`src/rtl/bus_pkg.sv`:
```
// rtl/bus_pkg.sv - shared types and constants for memory bus initiators
package bus_pkg;

  // Transfer mode requested at start
  typedef enum logic [1:0] {
    COPY  = 2'd0,
    FILL  = 2'd1,
    CHECK = 2'd2,
    RSVD  = 2'd3
  } dma_mode_t;

  // One bus access per cycle: RD and WR each own the bus for one cycle
  typedef enum logic [1:0] {
    IDLE = 2'd0,
    RD   = 2'd1,
    WR   = 2'd2,
    FIN  = 2'd3
  } dma_state_t;

  localparam logic [3:0] MASK_NONE = 4'h0;
  localparam logic [3:0] MASK_WORD = 4'hF;

endpackage

```
`src/rtl/bus_dma.sv`:
```
// rtl/bus_dma.sv - word-granular copy/fill/check engine on the CPU memory bus
module bus_dma
  import bus_pkg::*;
#(
  parameter int LEN_W = 16
) (
  input  logic             clock,
  input  logic             reset,
  input  logic             start,
  input  logic [1:0]       mode,
  input  logic [31:0]      src_addr,
  input  logic [31:0]      dst_addr,
  input  logic [LEN_W-1:0] length,
  input  logic [31:0]      pattern,
  output logic             busy,
  output logic             done,
  output logic [LEN_W-1:0] mismatches,
  output logic [31:0]      bus_addr,
  input  logic [31:0]      bus_data_r,
  output logic [31:0]      bus_data_w,
  output logic [3:0]       bus_mask_w
);

  dma_state_t       state;
  dma_mode_t        mode_q;
  logic [31:0]      src_q;
  logic [31:0]      dst_q;
  logic [31:0]      pat_q;
  logic [LEN_W-1:0] len_q;
  logic [LEN_W-1:0] idx;

  logic [LEN_W-1:0] idx_nxt;
  logic [31:0]      idx_w;
  logic [31:0]      nxt_w;
  logic             last;
  logic             rd_miss;

  // Word offsets widened to the 32-bit address space; address sums wrap mod 2^32
  assign idx_nxt = idx + LEN_W'(1);
  assign idx_w   = 32'(idx);
  assign nxt_w   = 32'(idx_nxt);
  assign last    = (idx == len_q - LEN_W'(1));
  assign rd_miss = (bus_data_r != pat_q + idx_w);

  // Transfer sequencer: every bus output comes straight from a flop so the
  // falling-edge responder sees stable values, and reset kills writes at once
  always_ff @(posedge clock or negedge reset) begin
    if (!reset) begin
      state      <= IDLE;
      mode_q     <= COPY;
      src_q      <= '0;
      dst_q      <= '0;
      pat_q      <= '0;
      len_q      <= '0;
      idx        <= '0;
      busy       <= 1'b0;
      done       <= 1'b0;
      mismatches <= '0;
      bus_addr   <= '0;
      bus_data_w <= '0;
      bus_mask_w <= MASK_NONE;
    end else begin
      done <= 1'b0;
      case (state)
        IDLE: begin
          if (start) begin
            mode_q     <= dma_mode_t'(mode);
            src_q      <= src_addr;
            dst_q      <= dst_addr;
            pat_q      <= pattern;
            len_q      <= length;
            idx        <= '0;
            mismatches <= '0;
            if (length == '0 || mode == RSVD) begin
              // Nothing to move: report completion without touching the bus
              state <= FIN;
              done  <= 1'b1;
            end else if (mode == FILL) begin
              state      <= WR;
              busy       <= 1'b1;
              bus_addr   <= dst_addr;
              bus_data_w <= pattern;
              bus_mask_w <= MASK_WORD;
            end else begin
              state      <= RD;
              busy       <= 1'b1;
              bus_addr   <= src_addr;
              bus_mask_w <= MASK_NONE;
            end
          end
        end
        RD: begin
          if (mode_q == CHECK) begin
            if (rd_miss && mismatches != '1) begin
              mismatches <= mismatches + LEN_W'(1);
            end
            if (last) begin
              state <= FIN;
              busy  <= 1'b0;
              done  <= 1'b1;
            end else begin
              idx      <= idx_nxt;
              bus_addr <= src_q + nxt_w;
            end
          end else begin
            // COPY: the word just read is written back in the next cycle
            state      <= WR;
            bus_addr   <= dst_q + idx_w;
            bus_data_w <= bus_data_r;
            bus_mask_w <= MASK_WORD;
          end
        end
        WR: begin
          if (last) begin
            state      <= FIN;
            busy       <= 1'b0;
            done       <= 1'b1;
            bus_mask_w <= MASK_NONE;
          end else begin
            idx <= idx_nxt;
            if (mode_q == FILL) begin
              bus_addr   <= dst_q + nxt_w;
              bus_data_w <= pat_q + nxt_w;
            end else begin
              state      <= RD;
              bus_addr   <= src_q + nxt_w;
              bus_mask_w <= MASK_NONE;
            end
          end
        end
        FIN: begin
          // start is not looked at here; the next transfer begins from IDLE
          state <= IDLE;
        end
        default: state <= IDLE;
      endcase
    end
  end

endmodule

```
`config.mk`:
```
export PLATFORM = sky130hd
export DESIGN_NAME = bus_dma
export DESIGN_NICKNAME = d
export VERILOG_FILES = /design/src/rtl/bus_pkg.sv /design/src/rtl/bus_dma.sv
export SDC_FILE = /design/constraint.sdc
export NUM_CORES = 1
export LEC_CHECK = 0
export CORE_UTILIZATION = 38
export CTS_BUF_LIST = sky130_fd_sc_hd__clkbuf_16
export CTS_CLUSTER_DIAMETER = 150
export DETAILED_ROUTE_END_ITERATION = 10
export DONT_BUFFER_PORTS = 1
export GPL_ROUTABILITY_DRIVEN = 1
export MAX_ROUTING_LAYER = met4
export PLACE_DENSITY = 0.59
export SYNTH_ARGS = -nofsm -noshare
export SYNTH_HDL_FRONTEND = slang
export SYNTH_SLANG_ARGS = --single-unit
export TNS_END_PERCENT = 30
```
`constraint.sdc`:
```
create_clock -name clock -period 3.9 [get_ports clock]
set_clock_uncertainty 0.2 [all_clocks]
set_input_delay 0.78 -clock clock [delete_from_list [all_inputs] [get_ports clock]]
set_output_delay 0.78 -clock clock [all_outputs]
set_load 0.1 [all_outputs]
```
## Word-level counts from Yosys, hierarchy flattened

Index checks and enable logic that the tools add are counted.

- Register bits after elaboration: 218
- Output and inout port bits: 86
- Word-level logic and storage cells: 103
- Bits of input ports: 149

- Reductions and logical operators: 14
- Add/sub/neg operators: 8
- Muxes and demuxes: 47
- Eq/ne operators: 21

Operator list:

| operator | count |
|---|---|
| $mux W32 | 13 |
| $pmux W32 S3 | 2 |
| $add A32 B16 Y32 | 5 |
| $mux W16 | 5 |
| $pmux W16 S3 | 1 |
| $add A16 B1 Y16 const B | 2 |
| $ne A32 B32 Y1 | 1 |
| $pmux W16 S2 | 1 |
| $mux W4 | 6 |
| $eq A16 B16 Y1 | 1 |
| $logic_not A16 Y1 | 1 |
| $ne A16 B16 Y1 const B | 1 |
| $ne A2 B2 Y1 const B | 8 |
| $sub A16 B1 Y16 const B | 1 |
| $mux W2 | 7 |
| $pmux W4 S3 | 1 |
| $reduce_and A5 Y1 | 2 |
| $ne A3 B3 Y1 const B | 3 |
| $eq A2 B2 Y1 const B | 4 |
| $mux W1 | 8 |
| $pmux W2 S4 | 1 |
| $reduce_and A4 Y1 | 2 |
| $reduce_and A7 Y1 | 1 |
| $eq A2 B1 Y1 const B | 3 |
| other kinds (8) | 10 |

## Depth between registers and ports, before layout

Gate-level depths: netlist of run 1.

- Depth in word-level cells: 6
- Gate-level depth with buffers: 18
- Depth with buffers taken out: 18

## Least setup slack after synthesis of run 1

Ideal clock, no wire load.

- Kind: register -> register
- Start point: register idx[2]
- End point: register bus_addr[24]
- Path buffers: 1
- Setup time: 129 ps
- Data required time: 3,571 ps
- Cell stages (with the launch flop): 18
- Path slack: -353 ps
- Period minus slack after synthesis: 4,253 ps
- Data arrival time: 3,923 ps
- Cell sequence: dfrtp_1 -> clkbuf_1 -> nand2_1 -> nor2_1 -> and3_1 -> and3_1 -> and3_1 -> and3_1 -> xor2_1 -> ha_1 -> and3_1 -> nand2_1 -> o21ai_0 -> a31oi_1 -> o31a_1 -> nor3_1 -> a211oi_1 -> o41a_1

- Cells in the longest elaborated chain, start to end: 5
- Elaborated cells on any way between the ends: 13
- Classes of those cells: add/sub: 4; eq/ne: 3; mux: 5; reduce/logical: 1

Ends and longest elaborated chain:

| item | RTL line | RTL |
|---|---|---|
| start: declaration | bus_dma.sv:30 | `logic [LEN_W-1:0] idx;` |
| start signal: assignment | bus_dma.sv:102 | `idx <= idx_nxt;` |
| start signal: assignment | bus_dma.sv:120 | `idx <= idx_nxt;` |
| $add A16 B1 Y16 | bus_dma.sv:39 | `assign idx_nxt = idx + LEN_W'(1);` |
| $add A32 B16 Y32 (on tied branches) | bus_dma.sv:103, bus_dma.sv:126, bus_dma.sv:122 |  |
| $mux W32 (on tied branches) | bus_dma.sv:121, bus_dma.sv:97 |  |
| $mux W32 (on tied branches) | bus_dma.sv:114, bus_dma.sv:93 |  |
| $pmux W32 S3 | bus_dma.sv:64 | `case (state)` |
| end signal: assignment | bus_dma.sv:103 | `bus_addr <= src_q + nxt_w;` |
| end signal: assignment | bus_dma.sv:122 | `bus_addr <= dst_q + nxt_w;` |
| end signal: assignment | bus_dma.sv:126 | `bus_addr <= src_q + nxt_w;` |
| end: declaration | bus_dma.sv:18 | `output logic [31:0] bus_addr,` |

Several ways; a longest one is shown, not always the timed one. The select of a mux whose other input is x is not followed.
A chain may end at the register's enable or synchronous reset.

## Worst setup path after layout of run 1

- Start point: register idx[0]
- End point: register bus_addr[24]

The elaborated chain is that of the path after synthesis.

==> summary.md, run 1 <==
| Metric | Value |
|---|---|
| Worst skew pair latency | `570 ps` |
| Post-route ant nets | `0` |
| Die boundary height | `211.5 µm` |
| Fraction of synthesized cell area taken by the top area cell type | `32.26%` |
| Combined flip-flop and latch cell area | `5386 µm²` |
| Placeable core area | `43170 µm²` |
| Aggregate routed wire length | `58.75 mm` |
| Class of the most critical setup path | `reg -> reg` |
| Tightest hold margin | `-294.5 ps` |
| Arrival time at the worst endpoint | `4200 ps` |
| Most common cell after layout, fill and taps aside | `sky130_fd_sc_hd__buf_4` |
| Number of inserted filler cells in the final layout | `4213` |
| GRT Resource Usage Total | `26.59%` |
| Number of storage elements in the synthesis netlist | `215` |
| Total Die Area | `44730 µm²` |
| I/O pin count | `235` |
| Post-detailed-placement half-perimeter wirelength | `44.28 mm` |
| Run status | `complete, but fails checks` |
| Mapped Cells | `1875` |
| Number of endpoints with negative hold slack in the final report | `215` |
| Final period demand of the worst path | `3966 ps` |
| Endpoint required time on the critical path | `4140 ps` |
| Fraction of registers with async set or reset after synthesis | `100.0%` |
| Number of inserted diodes | `0` |
| Endpoint of the most critical register-to-register path | `bus_addr[24]` |
| Crit path max fanout | `8` |
| Share of the clock period used by the worst path | `101.7%` |
| Highest Clock Rate | `0.2521 GHz` |
| Setup TNS Final | `-350.4 ps` |
| Number of clock sinks | `215` |
| Rel. slew slack | `24.84%` |
| Leakage Power | `0.008858 µW` |
| Number of warnings printed during yosys synthesis | `0` |
| Reg-to-reg critical path startpoint | `idx[0]` |
| Placed cells | `2583` |
| Primary FF master, synth | `sky130_fd_sc_hd__dfrtp_1` |
| Cell chosen for the clock root | `sky130_fd_sc_hd__clkbuf_16` |
| Count of TritonRoute iterations in the first routing pass | `5` |
| Mapped Avg Cell Area | `8.894 µm²` |
| Initial antenna violation count | `0` |
| Max cap viols | `0` |
| Final RePlAce weighted congestion | `0.9270` |
| Power density over cell area | `956.5 nW/µm²` |
| Worst-path clk slew | `60 ps` |
| Library cell with the largest summed area after synthesis | `sky130_fd_sc_hd__dfrtp_1` |
| First-iteration detailed-routing DRC count | `1198` |
| Synthesized area | `16680 µm²` |
| Worst setup timing slack at the placement stage | `-290.3 ps` |
| Wire length of the first global-routing pass | `88.70 mm` |
| Number of global-route vias before repair | `15310` |
| Fin worst setup slack | `-66.41 ps` |
| Number of core rows | `76` |
| Fin nets | `2288` |
| Setup violators final | `12` |
| CTS buffer count | `29` |
| Worst reg2reg path depth | `17` |
| Count of flip-flops with a built-in enable after synthesis | `0` |
| Register area share after synthesis | `32.26%` |
| Register-to-Register Setup Slack | `-70 ps` |
| Most frequent cells in the layout | `226 x sky130_fd_sc_hd__buf_4, 214 x sky130_fd_sc_hd__nand2_1, 212 x sky130_fd_sc_hd__dfrtp_1` |
| Final Util | `47.10%` |
| Signed area change from the synthesized netlist to the final layout | `21.92%` |
| Aggregate global routing overflow | `0` |
| Total via count in the routed design | `15300` |
| Post-Synthesis Net Count | `2118` |
| Synth area leaders | `sky130_fd_sc_hd__dfrtp_1 32%, sky130_fd_sc_hd__mux2_2 8.0%, sky130_fd_sc_hd__ha_1 6.7%, sky130_fd_sc_hd__xnor2_1 5.2%, sky130_fd_sc_hd__nand2_1 4.9%` |
| Sort of element at the end of the critical path | `flop` |
| Htree depth | `1` |
| Initial cell density of the core | `38.63%` |
| Failing checks | `negative hold slack, negative setup slack` |
| Synth cell types | `88` |
| Vias per cell | `5.770` |
| Clock tree from TritonCTS | `done` |
| Maximum vdd drop | `0.0007128 V` |
| Startpoint class of the critical path | `flop` |
| Drt drc | `0` |
| Hold WC Path Type | `in -> async` |
| Maximum number of pins on one net before global-route repair | `216` |
| Average wire per standard cell | `22.15 µm` |
| Overall die width | `211.5 µm` |
| RSZ-0062 raised after global routing | `yes` |
| Clk buf depth | `3` |
| Fin cells | `2652` |
| Port Buf Inserts | `0` |
| Multi-input gate area in the final layout | `11290 µm²` |
| Final Max Tran Viols | `0` |
| Slew at the pin closest to its max-slew limit | `1127 ps` |
| Ratio of cells with drive above 1 in the final layout | `24.87%` |
## power by group
part | switching [µW] | internal, µW | leakage [µW]
Clock | 1070 | 1540 | 0.000464
Combinational | 5600 | 4350 | 0.00578
Sequential | 3670 | 3210 | 0.00262
## area by class of cell
type | count | share of cell area [%]
clock inverter | 24 | 0.9538
inverter | 43 | 0.8123
clock buffer | 29 | 3.569
timing repair buffer | 235 | 9.058
tap | 585 | 3.600
sequential | 215 | 26.49
multi-input combinational | 1521 | 55.51
## stage by stage
| stage | power (µW) | cell area (µm²) |
|---|---|---|
| final | 19450 | 20330 |
| after floorplan | 13110 | 16780 |
| after global routing | 20600 | 20330 |
| after global placement | 16200 | 18780 |
| after detailed placement | 16390 | 18780 |
| after CTS | 19220 | 19990 |
## what timing repair did
item	in CTS	in global routing
buffers inserted	8	9
gates resized for setup	43	53
hold endpoints to repair	215	215
pin swaps	28	28
endpoints found under the setup margin	47	51
## logic make-up (layout without fill, tap and decap cells)
kind of cell	after synthesis	in the layout	synth area share [%]
AND/OR/NAND/NOR	632	632	18.78
AO/OA/AOI/OAI	481	481	19.72
flip-flops	215	215	32.26
XOR/XNOR	177	177	9.296
buffers and inverters	139	331	3.556
multiplexers	137	137	9.109
adder cells (fa/ha/maj)	94	94	7.278
## flip-flops by register name (all words and copies together) (netlist names)
register	count
bus_data_w	32
state	2
bus_addr	32
mode_q	2
bus_mask_w	1
done	1
dst_q	32
src_q	32
idx	16
len_q	16
mismatches	16
pat_q	32
busy	1
## Yosys cell counts (all sizes together), types with 24 or more instances
library cell and n:
nand2 218, dfrtp 215, nor2 127, mux2 118, o21ai 115, a21oi 100, xnor2 99, ha 89
xor2 78, clkbuf 63, nand3 50, and3 43, inv 43, a21o 33, buf 33, nor3 30
a221oi 25, nand4 24
## per-layer routing
| metal | routed length [µm] | share of wire (%) | vias to the layer above | global-route usage [%] |
|---|---|---|---|---|
| li1 | - | - | 7248 | - |
| met1 | 24970 | 43 | 7473 | 32.88 |
| met5 | 0 | 0 | - | - |
| met2 | 27330 | 47 | 479 | 42.83 |
| met4 | 1803 | 3.1 | 0 | 8.271 |
| met3 | 4639 | 7.9 | 101 | 6.245 |
## worst max-delay path by stage
stage,start,endpoint,slack (ps)
finish,idx[0],bus_addr[24],-70
global route,idx[0],bus_addr[27],-220
CTS,idx[2],bus_data_w[17],-30
detailed placement,idx[0],bus_addr[24],-290
global placement,idx[0],bus_addr[19],-230
floorplan,idx[1],bus_addr[27],-6
## critical path: stages (launching register included)
cell and delay [ps]:
sky130_fd_sc_hd__dfrtp_2 410, sky130_fd_sc_hd__ha_4 180, sky130_fd_sc_hd__nand3_4 110, sky130_fd_sc_hd__nor2_4 100
sky130_fd_sc_hd__and3_4 230, sky130_fd_sc_hd__and3_4 220, sky130_fd_sc_hd__and3_4 250, sky130_fd_sc_hd__xor2_4 240
sky130_fd_sc_hd__ha_4 240, sky130_fd_sc_hd__buf_6 110, sky130_fd_sc_hd__a21o_1 180, sky130_fd_sc_hd__a21oi_2 180
sky130_fd_sc_hd__o21ai_4 90, sky130_fd_sc_hd__a31oi_4 340, sky130_fd_sc_hd__nor4_2 110, sky130_fd_sc_hd__nor3_1 150
sky130_fd_sc_hd__a211oi_1 70, sky130_fd_sc_hd__o41a_1 420
No activity file was read; power rests on OpenSTA's default activity.
==> run 2, diff against run 1 <==
--- a/config.mk
+++ b/config.mk
@@ -5,14 +5,14 @@
 export SDC_FILE = /design/constraint.sdc
 export NUM_CORES = 1
 export LEC_CHECK = 0
+export BUFFER_PORTS_ARGS = -buffer_cell sky130_fd_sc_hd__buf_2
 export CORE_UTILIZATION = 38
 export CTS_BUF_LIST = sky130_fd_sc_hd__clkbuf_16
 export CTS_CLUSTER_DIAMETER = 150
 export DETAILED_ROUTE_END_ITERATION = 10
-export DONT_BUFFER_PORTS = 1
 export GPL_ROUTABILITY_DRIVEN = 1
 export MAX_ROUTING_LAYER = met4
-export PLACE_DENSITY = 0.59
+export PLACE_DENSITY = 0.64
 export SYNTH_ARGS = -nofsm -noshare
 export SYNTH_HDL_FRONTEND = slang
 export SYNTH_SLANG_ARGS = --single-unit
==> summary.md, run 2 (synthesis gave the netlist of run 1 again) <==
| Metric | Value |
|---|---|
| Run status | `finished, final reports clean` |
| Final RePlAce weighted congestion | `0.9420 (+1.6%)` |
| Overall die width | `211.5 µm (unchanged)` |
| Count of TritonRoute iterations in the first routing pass | `7 (+2)` |
| Aggregate routed wire length | `59.04 mm (+0.50%)` |
| Max cap viols | `0 (unchanged)` |
| Clock tree from TritonCTS | `done` |
| Total via count in the routed design | `16270 (+6.3%)` |
| Worst skew pair latency | `580 ps (about the same)` |
| Post-route ant nets | `0 (unchanged)` |
| Final Max Tran Viols | `0 (unchanged)` |
| Number of global-route vias before repair | `16210 (+5.9%)` |
| Number of endpoints with negative hold slack in the final report | `0 (-100%)` |
| Clk buf depth | `3 (unchanged)` |
| Tightest hold margin | `15.64 ps (+310.2 ps)` |
| Fin nets | `2504 (+9.4%)` |
| Ratio of cells with drive above 1 in the final layout | `33.84% (+9.0 points)` |
| GRT Resource Usage Total | `26.48% (-0.11 points)` |
| Setup TNS Final | `0 ps (+350.4 ps)` |
| Endpoint required time on the critical path | `4170 ps (+30 ps)` |
| I/O pin count | `235 (unchanged)` |
| Startpoint class of the critical path | `flop` |
| Slew at the pin closest to its max-slew limit | `902.7 ps (-224.7 ps)` |
| Initial cell density of the core | `38.63% (unchanged)` |
| Vias per cell | `5.666 (-1.8%)` |
| Crit path max fanout | `8 (unchanged)` |
| Final Util | `50.32% (+3.2 points)` |
| Number of core rows | `76 (unchanged)` |
| Cell chosen for the clock root | `sky130_fd_sc_hd__clkbuf_16` |
| Sort of element at the end of the critical path | `flop` |
| Post-detailed-placement half-perimeter wirelength | `44.02 mm (-0.58%)` |
| Port Buf Inserts | `234 (+234)` |
| Arrival time at the worst endpoint | `4160 ps (-40 ps)` |
| RSZ-0062 raised after global routing | `yes` |
| Class of the most critical setup path | `reg -> reg` |
| Most frequent cells in the layout | `233 x sky130_fd_sc_hd__buf_2, 212 x sky130_fd_sc_hd__nand2_1, 212 x sky130_fd_sc_hd__dfrtp_1` |
| Highest Clock Rate | `0.2566 GHz (+1.8%)` |
| Setup violators final | `0 (-12)` |
| Htree depth | `1 (unchanged)` |
| Average wire per standard cell | `20.57 µm (-7.2%)` |
| Register-to-Register Setup Slack | `3 ps (+70 ps)` |
| Leakage Power | `0.009822 µW (+11%)` |
| Rel. slew slack | `39.82% (+15 points)` |
| Signed area change from the synthesized netlist to the final layout | `30.28%` |
| First-iteration detailed-routing DRC count | `1131 (-5.6%)` |
| CTS buffer count | `28 (-3.4%)` |
| Wire length of the first global-routing pass | `89.80 mm (+1.2%)` |
| Aggregate global routing overflow | `0 (unchanged)` |
| Die boundary height | `211.5 µm (unchanged)` |
| Initial antenna violation count | `3 (+3)` |
| Drt drc | `0 (unchanged)` |
| Worst-path clk slew | `60 ps (about the same)` |
| Share of the clock period used by the worst path | `99.92% (-1.8 points)` |
| Number of clock sinks | `215 (unchanged)` |
| Maximum number of pins on one net before global-route repair | `89 (-59%)` |
| Most common cell after layout, fill and taps aside | `sky130_fd_sc_hd__buf_2` |
| Post-cts hold buffer count | `0` |
| Maximum vdd drop | `0.0007652 V (+7.4%)` |
| Number of inserted filler cells in the final layout | `4124 (-2.1%)` |
| Placeable core area | `43170 µm² (unchanged)` |
| Hold WC Path Type | `in -> async` |
| Final period demand of the worst path | `3897 ps (-69.48 ps)` |
| Power density over cell area | `914.2 nW/µm² (-4.4%)` |
| Total Die Area | `44730 µm² (unchanged)` |
==> run 2: changes by cell type in the layout (fill, tap and decap cells not counted), moves of 8 or more <==
cell / delta
sky130_fd_sc_hd__buf_2: +233
sky130_fd_sc_hd__ha_4: +8
sky130_fd_sc_hd__buf_4: -25
sky130_fd_sc_hd__a21oi_2: +8
sky130_fd_sc_hd__a21oi_1: -9
==> run 2: layout make-up <==
cell class | count | area [µm²] | area share, %
well taps | 585 | 732.0 | 3.369
multi-input cells | 1522 | 11620 | 53.49
clock buffers | 29 | 725.7 | 3.340
repair buffers | 451 | 2932 | 13.49
diodes | 5 | 12.51 | 0.05759
inverters | 43 | 168.9 | 0.7775
clock inverters | 21 | 150.1 | 0.6911
flip-flops and latches | 215 | 5384 | 24.78
==> run 2: metrics by stage <==
stage	std cells	area, µm²	total power (µW)	worst slack, ps
3_3_place_gp	2794	19800	16490	-239.1
5_1_grt	2869	21720	21070	-157.1
4_1_cts	2851	20950	19390	-44.68
3_5_place_dp	2794	19800	16710	-282.2
2_1_floorplan	1875	16780	13110	-6.150
6_report	2871	21730	19860	3.064
==> run 2: layer usage <==
layer	wire length (µm)	track usage (%)	part of all wire, %
met5	0	-	0
met4	1993	9.045	3.4
met3	3516	3.175	6.0
met2	28350	44.33	48
met1	25180	32.98	43
==> run 2: final timing paths <==
path,endpoint,cells after the start,startpoint
worst max-delay path,mismatches[3],15,idx[1]
worst min-delay path,bus_data_w[20],1,reset
worst max register to register,mismatches[3],15,idx[1]
worst min register to register,bus_data_w[1],2,bus_data_w[1]
max in group asynchronous,dst_q[0],2,reset
min in group clock,dst_q[22],2,dst_addr[22]
==> run 2: repair_timing <==
item                                    4_1_cts  5_1_grt
endpoints found under the setup margin       47       55
pin swaps                                    11       50
resized for setup                            36      123
hold endpoints to repair                      0        0
setup buffers                                 7       15
gates cloned                                  0        1
==> run 2: power by group <==
group / internal, µW / switching (µW) / leakage, µW / total (µW)
combinational: 4650 / 8280 / 0.00676 / 12900
clock: 1470 / 1060 / 0.000443 / 2520
sequential: 3260 / 1140 / 0.00262 / 4410
==> run 2: critical path, cell delays in order, from the launching register on <==
cell and delay [ps]:
sky130_fd_sc_hd__dfrtp_2 440, sky130_fd_sc_hd__buf_4 190, sky130_fd_sc_hd__ha_1 300, sky130_fd_sc_hd__a211oi_2 80, sky130_fd_sc_hd__buf_4 140, sky130_fd_sc_hd__or4_4 560
sky130_fd_sc_hd__and3_1 180, sky130_fd_sc_hd__buf_4 140, sky130_fd_sc_hd__o21ai_2 120, sky130_fd_sc_hd__o211ai_1 110, sky130_fd_sc_hd__a32o_2 290, sky130_fd_sc_hd__nor4b_4 440
sky130_fd_sc_hd__buf_12 190, sky130_fd_sc_hd__nor3b_4 80, sky130_fd_sc_hd__nand3_2 130, sky130_fd_sc_hd__mux2i_1 220
